[config.mk]
export PLATFORM = sky130hd
export DESIGN_NAME = vga_timing_ctrl_flat
export DESIGN_NICKNAME = d
export VERILOG_FILES = /design/src/rtl/vga_timing_ctrl_pkg.sv /design/src/rtl/vga_timing_ctrl_if.sv /design/src/rtl/vga_timing_ctrl_axis_counter.sv /design/src/rtl/vga_timing_ctrl.sv /design/src/flat_wrapper.sv
export SDC_FILE = /design/constraint.sdc
export NUM_CORES = 1
export LEC_CHECK = 0
export BUFFER_PORTS_ARGS = -buffer_cell sky130_fd_sc_hd__buf_2
export CELL_PAD_IN_SITES_DETAIL_PLACEMENT = 1
export CELL_PAD_IN_SITES_GLOBAL_PLACEMENT = 1
export CORE_UTILIZATION = 50
export CTS_BUF_LIST = sky130_fd_sc_hd__clkbuf_2 sky130_fd_sc_hd__clkbuf_4 sky130_fd_sc_hd__clkbuf_8
export CTS_CLUSTER_DIAMETER = 80
export DETAILED_ROUTE_END_ITERATION = 12
export PLACE_DENSITY = 0.85
export SYNTH_ARGS = -nofsm -noshare
export SYNTH_HDL_FRONTEND = slang
export SYNTH_SLANG_ARGS = --single-unit
[constraint.sdc]
create_clock -name i_Clk -period 13.6 [get_ports i_Clk]
set_input_delay 1.36 -clock i_Clk [delete_from_list [all_inputs] [get_ports i_Clk]]
set_output_delay 1.36 -clock i_Clk [all_outputs]
set_load 0.02 [all_outputs]
[src/rtl/vga_timing_ctrl_pkg.sv]
// Shared constants for the VGA timing controller: config register map,
// FSM state encodings and reset-default raster timing (640x480@60).
package vga_timing_pkg;

  localparam int COUNT_W      = 10;

  localparam int H_ACTIVE_DEF = 640;
  localparam int H_FP_DEF     = 16;
  localparam int H_SYNC_DEF   = 96;
  localparam int H_BP_DEF     = 48;
  localparam int V_ACTIVE_DEF = 480;
  localparam int V_FP_DEF     = 10;
  localparam int V_SYNC_DEF   = 2;
  localparam int V_BP_DEF     = 33;

  localparam int CFG_ADDR_W   = 3;
  localparam int CFG_NUM      = 8;

  localparam logic [2:0] A_H_ACTIVE = 3'd0;
  localparam logic [2:0] A_H_FP     = 3'd1;
  localparam logic [2:0] A_H_SYNC   = 3'd2;
  localparam logic [2:0] A_H_BP     = 3'd3;
  localparam logic [2:0] A_V_ACTIVE = 3'd4;
  localparam logic [2:0] A_V_FP     = 3'd5;
  localparam logic [2:0] A_V_SYNC   = 3'd6;
  localparam logic [2:0] A_V_BP     = 3'd7;

  localparam logic [1:0] ST_IDLE  = 2'd0;
  localparam logic [1:0] ST_RUN   = 2'd1;
  localparam logic [1:0] ST_DRAIN = 2'd2;

endpackage

[src/rtl/vga_timing_ctrl_if.sv]
// Configuration bus of the VGA timing controller.
// master: writer/committer side; slave: the timing controller.
// Signals: i_Cfg_Wr/Addr/Data shadow write, i_Cfg_Commit apply request,
// o_Cfg_Pending commit outstanding, o_Cfg_Err one-cycle rejection pulse.
interface vga_timing_ctrl_if #(
  parameter int COUNT_W = vga_timing_pkg::COUNT_W
);
  import vga_timing_pkg::*;

  logic                  i_Cfg_Wr;
  logic [CFG_ADDR_W-1:0] i_Cfg_Addr;
  logic [COUNT_W-1:0]    i_Cfg_Data;
  logic                  i_Cfg_Commit;
  logic                  o_Cfg_Pending;
  logic                  o_Cfg_Err;

  modport master (
    output i_Cfg_Wr,
    output i_Cfg_Addr,
    output i_Cfg_Data,
    output i_Cfg_Commit,
    input  o_Cfg_Pending,
    input  o_Cfg_Err
  );

  modport slave (
    input  i_Cfg_Wr,
    input  i_Cfg_Addr,
    input  i_Cfg_Data,
    input  i_Cfg_Commit,
    output o_Cfg_Pending,
    output o_Cfg_Err
  );

endinterface

[src/rtl/vga_timing_ctrl_axis_counter.sv]
// One raster axis: position counter plus registered sync decode.
// Ports: i_Run (running next cycle), i_Start (force 0), i_Step (advance),
// i_Total (current length, for wrap), i_Active_Len/i_Sync_Start/i_Sync_End
// (timing valid for the next cycle); o_Count, o_Sync_N registered,
// o_Count_Nxt/o_Act_Nxt/o_Last combinational.
module vga_axis_counter #(
  parameter int COUNT_W = 10
) (
  input  logic               i_Clk,
  input  logic               i_Rst_L,
  input  logic               i_Run,
  input  logic               i_Start,
  input  logic               i_Step,
  input  logic [COUNT_W+1:0] i_Total,
  input  logic [COUNT_W-1:0] i_Active_Len,
  input  logic [COUNT_W+1:0] i_Sync_Start,
  input  logic [COUNT_W+1:0] i_Sync_End,
  output logic [COUNT_W-1:0] o_Count,
  output logic [COUNT_W-1:0] o_Count_Nxt,
  output logic               o_Last,
  output logic               o_Act_Nxt,
  output logic               o_Sync_N
);

  localparam int W2 = COUNT_W + 2;

  logic [COUNT_W-1:0] cnt_q;
  logic [COUNT_W-1:0] cnt_nxt;
  logic [W2-1:0]      cnt_x;
  logic               sync_n_q;
  logic               in_sync;

  assign o_Last = ({2'b00, cnt_q} == (i_Total - W2'(1)));

  always_comb begin
    cnt_nxt = cnt_q;
    if (!i_Run || i_Start) begin
      cnt_nxt = '0;
    end else if (i_Step) begin
      cnt_nxt = o_Last ? '0 : cnt_q + COUNT_W'(1);
    end
  end

  assign cnt_x = {2'b00, cnt_nxt};

  // Decode the position we are about to show so flags stay aligned.
  assign o_Act_Nxt = i_Run && (cnt_nxt < i_Active_Len);
  assign in_sync   = i_Run && (cnt_x >= i_Sync_Start)
                   && (cnt_x < i_Sync_End);

  always_ff @(posedge i_Clk or negedge i_Rst_L) begin
    if (!i_Rst_L) begin
      cnt_q    <= '0;
      sync_n_q <= 1'b1;
    end else begin
      cnt_q    <= cnt_nxt;
      sync_n_q <= !in_sync;
    end
  end

  assign o_Count     = cnt_q;
  assign o_Count_Nxt = cnt_nxt;
  assign o_Sync_N    = sync_n_q;

endmodule

[src/rtl/vga_timing_ctrl.sv]
// Programmable VGA raster generator with shadowed timing registers that are
// committed atomically at the frame boundary (or at once while idle).
// Ports: i_Clk, i_Rst_L (async, active low), i_Enable (run level),
// cfg (config bus, slave), o_HSync/o_VSync (active low), o_Active,
// o_Frame_Start, o_Col_Count, o_Row_Count.
// Option VGA_TIMING_LINE_IRQ_EN adds i_Irq_Line and o_Line_Irq.
module vga_timing_ctrl #(
  parameter int COUNT_W      = vga_timing_pkg::COUNT_W,
  parameter int H_ACTIVE_DEF = vga_timing_pkg::H_ACTIVE_DEF,
  parameter int H_FP_DEF     = vga_timing_pkg::H_FP_DEF,
  parameter int H_SYNC_DEF   = vga_timing_pkg::H_SYNC_DEF,
  parameter int H_BP_DEF     = vga_timing_pkg::H_BP_DEF,
  parameter int V_ACTIVE_DEF = vga_timing_pkg::V_ACTIVE_DEF,
  parameter int V_FP_DEF     = vga_timing_pkg::V_FP_DEF,
  parameter int V_SYNC_DEF   = vga_timing_pkg::V_SYNC_DEF,
  parameter int V_BP_DEF     = vga_timing_pkg::V_BP_DEF
) (
  input  logic               i_Clk,
  input  logic               i_Rst_L,
  input  logic               i_Enable,
  vga_timing_ctrl_if.slave   cfg,
`ifdef VGA_TIMING_LINE_IRQ_EN
  input  logic [COUNT_W-1:0] i_Irq_Line,
  output logic               o_Line_Irq,
`endif
  output logic               o_HSync,
  output logic               o_VSync,
  output logic               o_Active,
  output logic               o_Frame_Start,
  output logic [COUNT_W-1:0] o_Col_Count,
  output logic [COUNT_W-1:0] o_Row_Count
);
  import vga_timing_pkg::*;

  localparam int W2 = COUNT_W + 2;
  localparam logic [W2-1:0] MAX_TOT = W2'(1) << COUNT_W;
  localparam logic [COUNT_W-1:0] DEF [CFG_NUM] = '{
    COUNT_W'(H_ACTIVE_DEF), COUNT_W'(H_FP_DEF),
    COUNT_W'(H_SYNC_DEF),   COUNT_W'(H_BP_DEF),
    COUNT_W'(V_ACTIVE_DEF), COUNT_W'(V_FP_DEF),
    COUNT_W'(V_SYNC_DEF),   COUNT_W'(V_BP_DEF)
  };

  function automatic logic [W2-1:0] tot4(
    input logic [COUNT_W-1:0] a,
    input logic [COUNT_W-1:0] b,
    input logic [COUNT_W-1:0] c,
    input logic [COUNT_W-1:0] d
  );
    return W2'(a) + W2'(b) + W2'(c) + W2'(d);
  endfunction

  logic [1:0]         state_q;
  logic [1:0]         state_nxt;
  logic [COUNT_W-1:0] shadow_q   [CFG_NUM];
  logic [COUNT_W-1:0] shadow_nxt [CFG_NUM];
  logic [COUNT_W-1:0] live_q     [CFG_NUM];
  logic [COUNT_W-1:0] live_nxt   [CFG_NUM];

  logic pending_q;
  logic err_q;
  logic active_q;
  logic fs_q;

  logic [W2-1:0] sh_htot;
  logic [W2-1:0] sh_vtot;
  logic [W2-1:0] htot_q;
  logic [W2-1:0] vtot_q;
  logic [W2-1:0] h_ss;
  logic [W2-1:0] h_se;
  logic [W2-1:0] v_ss;
  logic [W2-1:0] v_se;

  logic cfg_ok;
  logic apply;
  logic apply_ok;
  logic running;
  logic start;
  logic run_nxt;
  logic frame_last;
  logic frame_wrap;
  logic h_last;
  logic v_last;
  logic h_act_nxt;
  logic v_act_nxt;
  logic fs_nxt;

  logic [COUNT_W-1:0] h_cnt_nxt;
  logic [COUNT_W-1:0] v_cnt_nxt;

  assign running    = (state_q != ST_IDLE);
  assign start      = !running && i_Enable;
  assign frame_last = h_last && v_last;
  assign frame_wrap = running && frame_last;

  always_comb begin
    state_nxt = state_q;
    unique case (state_q)
      ST_IDLE: begin
        if (i_Enable) state_nxt = ST_RUN;
      end
      ST_RUN: begin
        if (!i_Enable) begin
          state_nxt = frame_last ? ST_IDLE : ST_DRAIN;
        end
      end
      ST_DRAIN: begin
        if (i_Enable) begin
          state_nxt = ST_RUN;
        end else if (frame_last) begin
          state_nxt = ST_IDLE;
        end
      end
      default: state_nxt = ST_IDLE;
    endcase
  end

  assign run_nxt = (state_nxt != ST_IDLE);

  // A write in the same cycle as a commit or an apply is part of it.
  always_comb begin
    for (int i = 0; i < CFG_NUM; i++) begin
      shadow_nxt[i] = shadow_q[i];
    end
    if (cfg.i_Cfg_Wr) begin
      shadow_nxt[cfg.i_Cfg_Addr] = cfg.i_Cfg_Data;
    end
  end

  assign sh_htot = tot4(shadow_nxt[A_H_ACTIVE], shadow_nxt[A_H_FP],
                        shadow_nxt[A_H_SYNC],   shadow_nxt[A_H_BP]);
  assign sh_vtot = tot4(shadow_nxt[A_V_ACTIVE], shadow_nxt[A_V_FP],
                        shadow_nxt[A_V_SYNC],   shadow_nxt[A_V_BP]);

  assign cfg_ok = (shadow_nxt[A_H_ACTIVE] != '0)
               && (shadow_nxt[A_V_ACTIVE] != '0)
               && (shadow_nxt[A_H_SYNC]   != '0)
               && (shadow_nxt[A_V_SYNC]   != '0)
               && (sh_htot <= MAX_TOT)
               && (sh_vtot <= MAX_TOT);

  // Idle applies at once; a running raster waits for the frame wrap.
  assign apply    = pending_q && (!running || frame_wrap);
  assign apply_ok = apply && cfg_ok;

  always_comb begin
    for (int i = 0; i < CFG_NUM; i++) begin
      live_nxt[i] = apply_ok ? shadow_nxt[i] : live_q[i];
    end
  end

  assign htot_q = tot4(live_q[A_H_ACTIVE], live_q[A_H_FP],
                       live_q[A_H_SYNC],   live_q[A_H_BP]);
  assign vtot_q = tot4(live_q[A_V_ACTIVE], live_q[A_V_FP],
                       live_q[A_V_SYNC],   live_q[A_V_BP]);

  // Region boundaries come from the timing in force next cycle.
  assign h_ss = W2'(live_nxt[A_H_ACTIVE]) + W2'(live_nxt[A_H_FP]);
  assign h_se = h_ss + W2'(live_nxt[A_H_SYNC]);
  assign v_ss = W2'(live_nxt[A_V_ACTIVE]) + W2'(live_nxt[A_V_FP]);
  assign v_se = v_ss + W2'(live_nxt[A_V_SYNC]);

  vga_axis_counter #(.COUNT_W(COUNT_W)) u_h (
    .i_Clk        (i_Clk),
    .i_Rst_L      (i_Rst_L),
    .i_Run        (run_nxt),
    .i_Start      (start),
    .i_Step       (running),
    .i_Total      (htot_q),
    .i_Active_Len (live_nxt[A_H_ACTIVE]),
    .i_Sync_Start (h_ss),
    .i_Sync_End   (h_se),
    .o_Count      (o_Col_Count),
    .o_Count_Nxt  (h_cnt_nxt),
    .o_Last       (h_last),
    .o_Act_Nxt    (h_act_nxt),
    .o_Sync_N     (o_HSync)
  );

  vga_axis_counter #(.COUNT_W(COUNT_W)) u_v (
    .i_Clk        (i_Clk),
    .i_Rst_L      (i_Rst_L),
    .i_Run        (run_nxt),
    .i_Start      (start),
    .i_Step       (running && h_last),
    .i_Total      (vtot_q),
    .i_Active_Len (live_nxt[A_V_ACTIVE]),
    .i_Sync_Start (v_ss),
    .i_Sync_End   (v_se),
    .o_Count      (o_Row_Count),
    .o_Count_Nxt  (v_cnt_nxt),
    .o_Last       (v_last),
    .o_Act_Nxt    (v_act_nxt),
    .o_Sync_N     (o_VSync)
  );

  assign fs_nxt = run_nxt && (h_cnt_nxt == '0) && (v_cnt_nxt == '0);

  always_ff @(posedge i_Clk or negedge i_Rst_L) begin
    if (!i_Rst_L) begin
      state_q   <= ST_IDLE;
      pending_q <= 1'b0;
      err_q     <= 1'b0;
      active_q  <= 1'b0;
      fs_q      <= 1'b0;
      for (int i = 0; i < CFG_NUM; i++) begin
        shadow_q[i] <= DEF[i];
        live_q[i]   <= DEF[i];
      end
    end else begin
      state_q   <= state_nxt;
      pending_q <= apply ? 1'b0 : (pending_q | cfg.i_Cfg_Commit);
      err_q     <= apply && !cfg_ok;
      active_q  <= h_act_nxt && v_act_nxt;
      fs_q      <= fs_nxt;
      for (int i = 0; i < CFG_NUM; i++) begin
        shadow_q[i] <= shadow_nxt[i];
        live_q[i]   <= live_nxt[i];
      end
    end
  end

  assign o_Active          = active_q;
  assign o_Frame_Start     = fs_q;
  assign cfg.o_Cfg_Pending = pending_q;
  assign cfg.o_Cfg_Err     = err_q;

`ifdef VGA_TIMING_LINE_IRQ_EN
  logic [COUNT_W-1:0] irq_line_q;
  logic [COUNT_W-1:0] irq_line_nxt;
  logic               irq_q;

  // Line target tracks the input while idle, else latches at frame wrap.
  assign irq_line_nxt = (!running || frame_wrap) ? i_Irq_Line
                                                 : irq_line_q;

  always_ff @(posedge i_Clk or negedge i_Rst_L) begin
    if (!i_Rst_L) begin
      irq_line_q <= COUNT_W'(V_ACTIVE_DEF);
      irq_q      <= 1'b0;
    end else begin
      irq_line_q <= irq_line_nxt;
      irq_q      <= run_nxt && (h_cnt_nxt == '0)
                 && (v_cnt_nxt == irq_line_nxt);
    end
  end

  assign o_Line_Irq = irq_q;
`endif

endmodule

[src/flat_wrapper.sv]
// flat-port wrapper written by rule: the top's interface ports become plain ports
module vga_timing_ctrl_flat import vga_timing_pkg::*;
#(
  parameter int COUNT_W      = vga_timing_pkg::COUNT_W,
  parameter int H_ACTIVE_DEF = vga_timing_pkg::H_ACTIVE_DEF,
  parameter int H_FP_DEF     = vga_timing_pkg::H_FP_DEF,
  parameter int H_SYNC_DEF   = vga_timing_pkg::H_SYNC_DEF,
  parameter int H_BP_DEF     = vga_timing_pkg::H_BP_DEF,
  parameter int V_ACTIVE_DEF = vga_timing_pkg::V_ACTIVE_DEF,
  parameter int V_FP_DEF     = vga_timing_pkg::V_FP_DEF,
  parameter int V_SYNC_DEF   = vga_timing_pkg::V_SYNC_DEF,
  parameter int V_BP_DEF     = vga_timing_pkg::V_BP_DEF
)
  (i_Clk, i_Rst_L, i_Enable, o_HSync, o_VSync, o_Active, o_Frame_Start, o_Col_Count, o_Row_Count, cfg_i_Cfg_Wr, cfg_i_Cfg_Addr, cfg_i_Cfg_Data, cfg_i_Cfg_Commit, cfg_o_Cfg_Pending, cfg_o_Cfg_Err);
  vga_timing_ctrl_if #(.COUNT_W(COUNT_W)) cfg_i ();
  input  logic i_Clk;
  input  logic i_Rst_L;
  input  logic i_Enable;
  output logic o_HSync;
  output logic o_VSync;
  output logic o_Active;
  output logic o_Frame_Start;
  output logic [COUNT_W-1:0] o_Col_Count;
  output logic [COUNT_W-1:0] o_Row_Count;
  input wire logic [$bits(cfg_i.i_Cfg_Wr)-1:0] cfg_i_Cfg_Wr;
  input wire logic [$bits(cfg_i.i_Cfg_Addr)-1:0] cfg_i_Cfg_Addr;
  input wire logic [$bits(cfg_i.i_Cfg_Data)-1:0] cfg_i_Cfg_Data;
  input wire logic [$bits(cfg_i.i_Cfg_Commit)-1:0] cfg_i_Cfg_Commit;
  output wire logic [$bits(cfg_i.o_Cfg_Pending)-1:0] cfg_o_Cfg_Pending;
  output wire logic [$bits(cfg_i.o_Cfg_Err)-1:0] cfg_o_Cfg_Err;
  assign cfg_i.i_Cfg_Wr = cfg_i_Cfg_Wr;
  assign cfg_i.i_Cfg_Addr = cfg_i_Cfg_Addr;
  assign cfg_i.i_Cfg_Data = cfg_i_Cfg_Data;
  assign cfg_i.i_Cfg_Commit = cfg_i_Cfg_Commit;
  assign cfg_o_Cfg_Pending = cfg_i.o_Cfg_Pending;
  assign cfg_o_Cfg_Err = cfg_i.o_Cfg_Err;
  vga_timing_ctrl #(.COUNT_W(COUNT_W), .H_ACTIVE_DEF(H_ACTIVE_DEF), .H_FP_DEF(H_FP_DEF), .H_SYNC_DEF(H_SYNC_DEF), .H_BP_DEF(H_BP_DEF), .V_ACTIVE_DEF(V_ACTIVE_DEF), .V_FP_DEF(V_FP_DEF), .V_SYNC_DEF(V_SYNC_DEF), .V_BP_DEF(V_BP_DEF)) u_core (.i_Clk(i_Clk), .i_Rst_L(i_Rst_L), .i_Enable(i_Enable), .cfg(cfg_i), .o_HSync(o_HSync), .o_VSync(o_VSync), .o_Active(o_Active), .o_Frame_Start(o_Frame_Start), .o_Col_Count(o_Col_Count), .o_Row_Count(o_Row_Count));
endmodule
=== After elaboration in Yosys (flattened, before gate mapping) ===
Index checks and enable logic that the tools add are counted.

* Register bits after elaboration: 188
* Input bits: 18
* Output and inout port bits: 26
* Logic and storage cells: 122

* Add/subtract/negate cells: 20
* $lt $le $gt $ge: 10
* Equality and inequality tests: 4
* Mux-type cells: 23
* Bitwise operators: 2
* Reductions and logical operators: 38

{| class="wikitable"
|+ Operators by type and width
! kind !! number
|-
| $mux 10 || 13
|-
| $add 12x10->12 || 10
|-
| $bwmux 80 || 1
|-
| $mux 80 || 1
|-
| $add 10x10->11 || 6
|-
| $reduce_bool 10->1 || 4
|-
| $demux 10 s3 || 1
|-
| $eq 10x12->1 || 2
|-
| $ge 10x12->1 || 2
|-
| $le 12x11->1 const B || 2
|-
| $lt 10x12->1 || 2
|-
| $sub 12x1->12 const B || 2
|-
| $logic_and 1x1->1 || 22
|-
| $add 10x1->10 const B || 2
|-
| $logic_not 10->1 || 2
|-
| $lt 10x10->1 || 2
|-
| $mux 2 || 5
|-
| $pmux 2 s3 || 1
|-
| $logic_not 1->1 || 5
|-
| $ge 4x4->1 const B || 1
|-
| $lt 4x1->1 const B || 1
|-
| $not 3->4 || 1
|-
| $reduce_bool 2->1 || 2
|-
| $eq 2x1->1 const B || 1
|-
| 5 further kinds || 6
|}

=== Longest topological paths before layout ===
* Depth in word-level cells: 20
* Depth in mapped cells: 53
* Depth with buffers taken out: 49

=== Hierarchy ===
A second synthesis with hierarchy kept.

* Cell total of the unflattened synthesis: 1,442
* Area, all modules: 15,342.2 um^2

{| class="wikitable"
|+ By module, submodules not included
! module !! instances !! cells an instance !! area an instance (um^2) !! seq. area each (um^2)
|-
| vga_timing_ctrl || 1 || 998 || 11,790.1 || 4,194.0
|-
| vga_axis_counter at u_core.u_h || 1 || 225 || 1,830.5 || 276.5
|-
| vga_axis_counter at u_core.u_v || 1 || 219 || 1,721.7 || 276.5
|}

=== Worst setup path after synthesis ===
Ideal clock, no wire load.

* Kind: in2reg
* From: input port cfg_i_Cfg_Addr[1]
* To: register u_core.u_h.sync_n_q (netlist: u_core.u_h.o_Sync_N)
* Library setup time: 0.102 ns
* Data arrival time: 10.126 ns
* Required time: 13.498 ns
* Setup slack: 3.372 ns
* Stages on the path: 49
* Buffers on the path: 4
* Cell sequence: clkbuf_1 nor3b_1 and2_1 clkbuf_1 mux2_2 ha_1 a21o_1 a21oi_1 o21bai_1 a21oi_1 nor2b_1 o21a_1 o21ai_0 nand2b_1 a21oi_1 xnor2_1 fa_1 ha_1 (+13 left out) fa_1 inv_1 ha_1 a21o_1 a21oi_1 o21ai_0 a21oi_1 o21bai_1 a21oi_1 o21ai_0 xnor2_1 ha_1 nand2_1 nor2_1 a21oi_1 a21boi_0 a2111oi_0 o211ai_1

{| class="wikitable"
|+ RTL lines
! element !! line !! RTL
|-
| start, declared || flat_wrapper.sv:26 || <nowiki>input wire logic [$bits(cfg_i.i_Cfg_Addr)-1:0] cfg_i_Cfg_Addr;</nowiki>
|-
| end signal, assigned || vga_timing_ctrl_axis_counter.sv:57 || <nowiki>sync_n_q <= !in_sync;</nowiki>
|-
| end, declared || vga_timing_ctrl_axis_counter.sv:30 || <nowiki>logic sync_n_q;</nowiki>
|}

==> results.sh <==
export IMPL_slew_viol_final=0
export IMPL_dpl_hpwl_mm=36.8
export IMPL_ys_flop_type="dfrtp_1"
export IMPL_async_flop_share_pct=100
export IMPL_yosysTopAreaCell="dfrtp_1"
export IMPL_drive_above_1_share_pct=15.1
export IMPL_cts_sinks=188
export IMPL_fillerInstances=3255
export IMPL_crit_fanout=35
export IMPL_ant_nets=0
export IMPL_critPathMostFrequentCell="a21oi_1"
export IMPL_holdPathStages=1
export IMPL_clockBufferDepth=2
export IMPL_die_w_um=177
export IMPL_wl_per_cell_um=24.0
export IMPL_core_area_um2=29900
export IMPL_fin_nets=1799
export IMPL_yosys_top_cells_count="ha_1 (206), dfrtp_1 (154), inv_1 (149)"
export IMPL_grtUsageTotal_pct=31.1
export IMPL_crit_start="cfg_i_Cfg_Addr[0]"
export IMPL_vias=11742
export IMPL_synth_fp_nets=1759
export IMPL_crit_end="u_core.u_h.o_Sync_N"
export IMPL_io_buffer_count=43
export IMPL_postCtsSetupRepairBufs=0
export IMPL_syn_inst=1485
export IMPL_status="finished, final reports clean"
export IMPL_grt_remaining_overflow=0
export IMPL_dieArea_um2=31300
export IMPL_start_util_pct=51.2
export IMPL_viasPerCell=6.09
export IMPL_drc=0
export IMPL_finalSetupTns_ns=0
export IMPL_synth_edf_count=0
export IMPL_rows=63
export IMPL_yosys_top_cells_area="dfrtp_1 (25%), ha_1 (17%), fa_1 (6.5%)"
export IMPL_cp_end_kind="register"
export IMPL_clk_pin_slew_worst_paths_ns=0.10
export IMPL_hold_buffers=0
export IMPL_required_ns=14.01
export IMPL_grt_pass1_vias=13022
export IMPL_clkLatencyLatePin_ns=0.50
export IMPL_cp_slowest_cell="nor2b_1"
export IMPL_fin_worst_skew_ns=0.0180
export IMPL_syn_cell_area_um2=15300
export IMPL_synthMostInstantiatedCell="ha_1"
export IMPL_n_antenna_cell=0
export IMPL_finalHoldViolations=0
export IMPL_setup_viol=0
export IMPL_wl_mm=46.3
export IMPL_min_period_ns=11.77
export IMPL_cts_max_level=4
export IMPL_area_growth_pct=6.53
export IMPL_rsz0062_at_grt="false"
export IMPL_io_pins=44
export IMPL_cp_arrival_ns=12.19
export IMPL_yosysWarningCount=0
export IMPL_r2r_end="u_core.u_h.o_Sync_N"
export IMPL_first_pass_iters=5
export IMPL_cts_made_buffers=17
export IMPL_cts_tree="built"
export IMPL_fmax_mhz=84.9
export IMPL_synth_distinct_cells=75
export IMPL_fin_crit_sh_pct=86.6
export IMPL_yosys_area_top_type_share_pct=25.2
export IMPL_hp_class="reg2reg"
export IMPL_critPathMaxStageDelay_ns=0.86
export IMPL_reg2reg_slack_ns=2.56
export IMPL_r2r_cells=43
export IMPL_gp_congestion=0.933
export IMPL_startpoint_type="input pin"
export IMPL_die_y_um=177
export IMPL_worst_pin_slew_ns=1.08
export IMPL_r2r_start="u_core.live_q[21]"
export IMPL_antenna_found_initial=4
export IMPL_cts_root_buf="clkbuf_8"
export IMPL_detail_route_iter0_violations=620
export IMPL_timing_slew_headroom_pct=28.0
export IMPL_critPathKind="in2reg"
export IMPL_multi_input_area_um2=9770
export IMPL_yosysSeqAreaShare_pct=31.0
export IMPL_syn_area_per_cell_um2=10.3
export IMPL_grt_pass1_wl_mm=73.7
export IMPL_regArea_um2=4750
export IMPL_cts_resized=0
export IMPL_drv_cap=0
export IMPL_synth_ff_latch_count=188
export IMPL_grt_max_degree=120
[registers in the layout (all words and copies together) (netlist names)]
register / count
u_core.u_h.o_Count: 10
u_core.state_q: 2
u_core.cfg.o_Cfg_Err: 1
u_core.o_Active: 1
u_core.cfg.o_Cfg_Pending: 1
u_core.u_v.o_Count: 10
u_core.live_q: 80
u_core.u_v.o_Sync_N: 1
u_core.o_Frame_Start: 1
u_core.u_h.o_Sync_N: 1
u_core.shadow_q: 80
[cell families (layout without fill, tap and decap cells)]
family | after synthesis | in the layout | share of synthesized area (%)
simple gates | 281 | 281 | 9.85
mux | 160 | 160 | 11.6
buf+inv | 193 | 246 | 5.21
flops | 188 | 188 | 31.0
xor+xnor | 112 | 112 | 6.46
compound gates | 295 | 295 | 12.5
fa+ha+maj | 256 | 256 | 23.4
[critical path: cells and delay by family]
kind / cells / cell delay, ns
simple gates: 9 / 2.01
buf+inv: 5 / 0.88
compound gates: 24 / 4.46
fa+ha+maj: 7 / 2.12
xor+xnor: 3 / 0.54
mux: 2 / 0.79
[how the worst min path moves through the flow]
stage | slack (ns) | end | from
2_1_floorplan | 0.45 | u_core.live_q[41] | u_core.live_q[41]
3_3_place_gp | 0.47 | u_core.live_q[7] | u_core.live_q[7]
3_5_place_dp | 0.48 | u_core.live_q[7] | u_core.live_q[7]
4_1_cts | 0.51 | u_core.live_q[8] | u_core.live_q[8]
5_1_grt | 0.53 | u_core.live_q[7] | u_core.live_q[7]
6_report | 0.50 | u_core.live_q[7] | u_core.live_q[7]
[layer usage]
metal | GRT usage, % | part of all wire (%) | up-vias
met1 | 41.1 | 45 | 6071
met2 | 53.0 | 49 | 273
li1 | - | - | 5316
met5 | 0 | 0 | -
met4 | 9.55 | 2.7 | 0
met3 | 3.76 | 3.5 | 82
[stage by stage]
stage	instances	hold WS [ns]	utilization (%)	cell area, µm²	worst slack, ns
floorplan	1485	0.450	-	15300	3.37
global placement	1896	0.469	53.2	15900	2.00
detailed placement	1896	0.483	53.2	15900	1.45
CTS	1928	0.506	54.6	16300	1.97
global route	1928	0.529	54.6	16300	1.10
finish	1928	0.504	54.6	16300	1.83
[layout make-up]
type                       instances  share of cell area [%]
multi-input combinational       1104                    59.9
sequential                       188                    29.1
tap                              390                    2.99
clock buffer                      20                    1.61
timing repair buffer              51                    1.74
clock inverter                    12                   0.844
inverter                         163                    3.75
[layout by cell type (no fill, tap or decap), types with 42 or more instances in the layout]
| cell type | instances |
|---|---|
| a21o_1 | 44 |
| a21oi_1 | 86 |
| buf_2 | 42 |
| dfrtp_1 | 154 |
| fa_1 | 50 |
| ha_1 | 206 |
| inv_1 | 149 |
| mux2_1 | 56 |
| mux2_2 | 85 |
| nand2_1 | 43 |
| nor2_1 | 62 |
| o21ai_0 | 60 |
| xnor2_1 | 64 |
| xor2_1 | 47 |
Power is left out: the tool's default activity adds up to more than one toggle a clock period on the data nets, which glitch-free logic cannot reach.
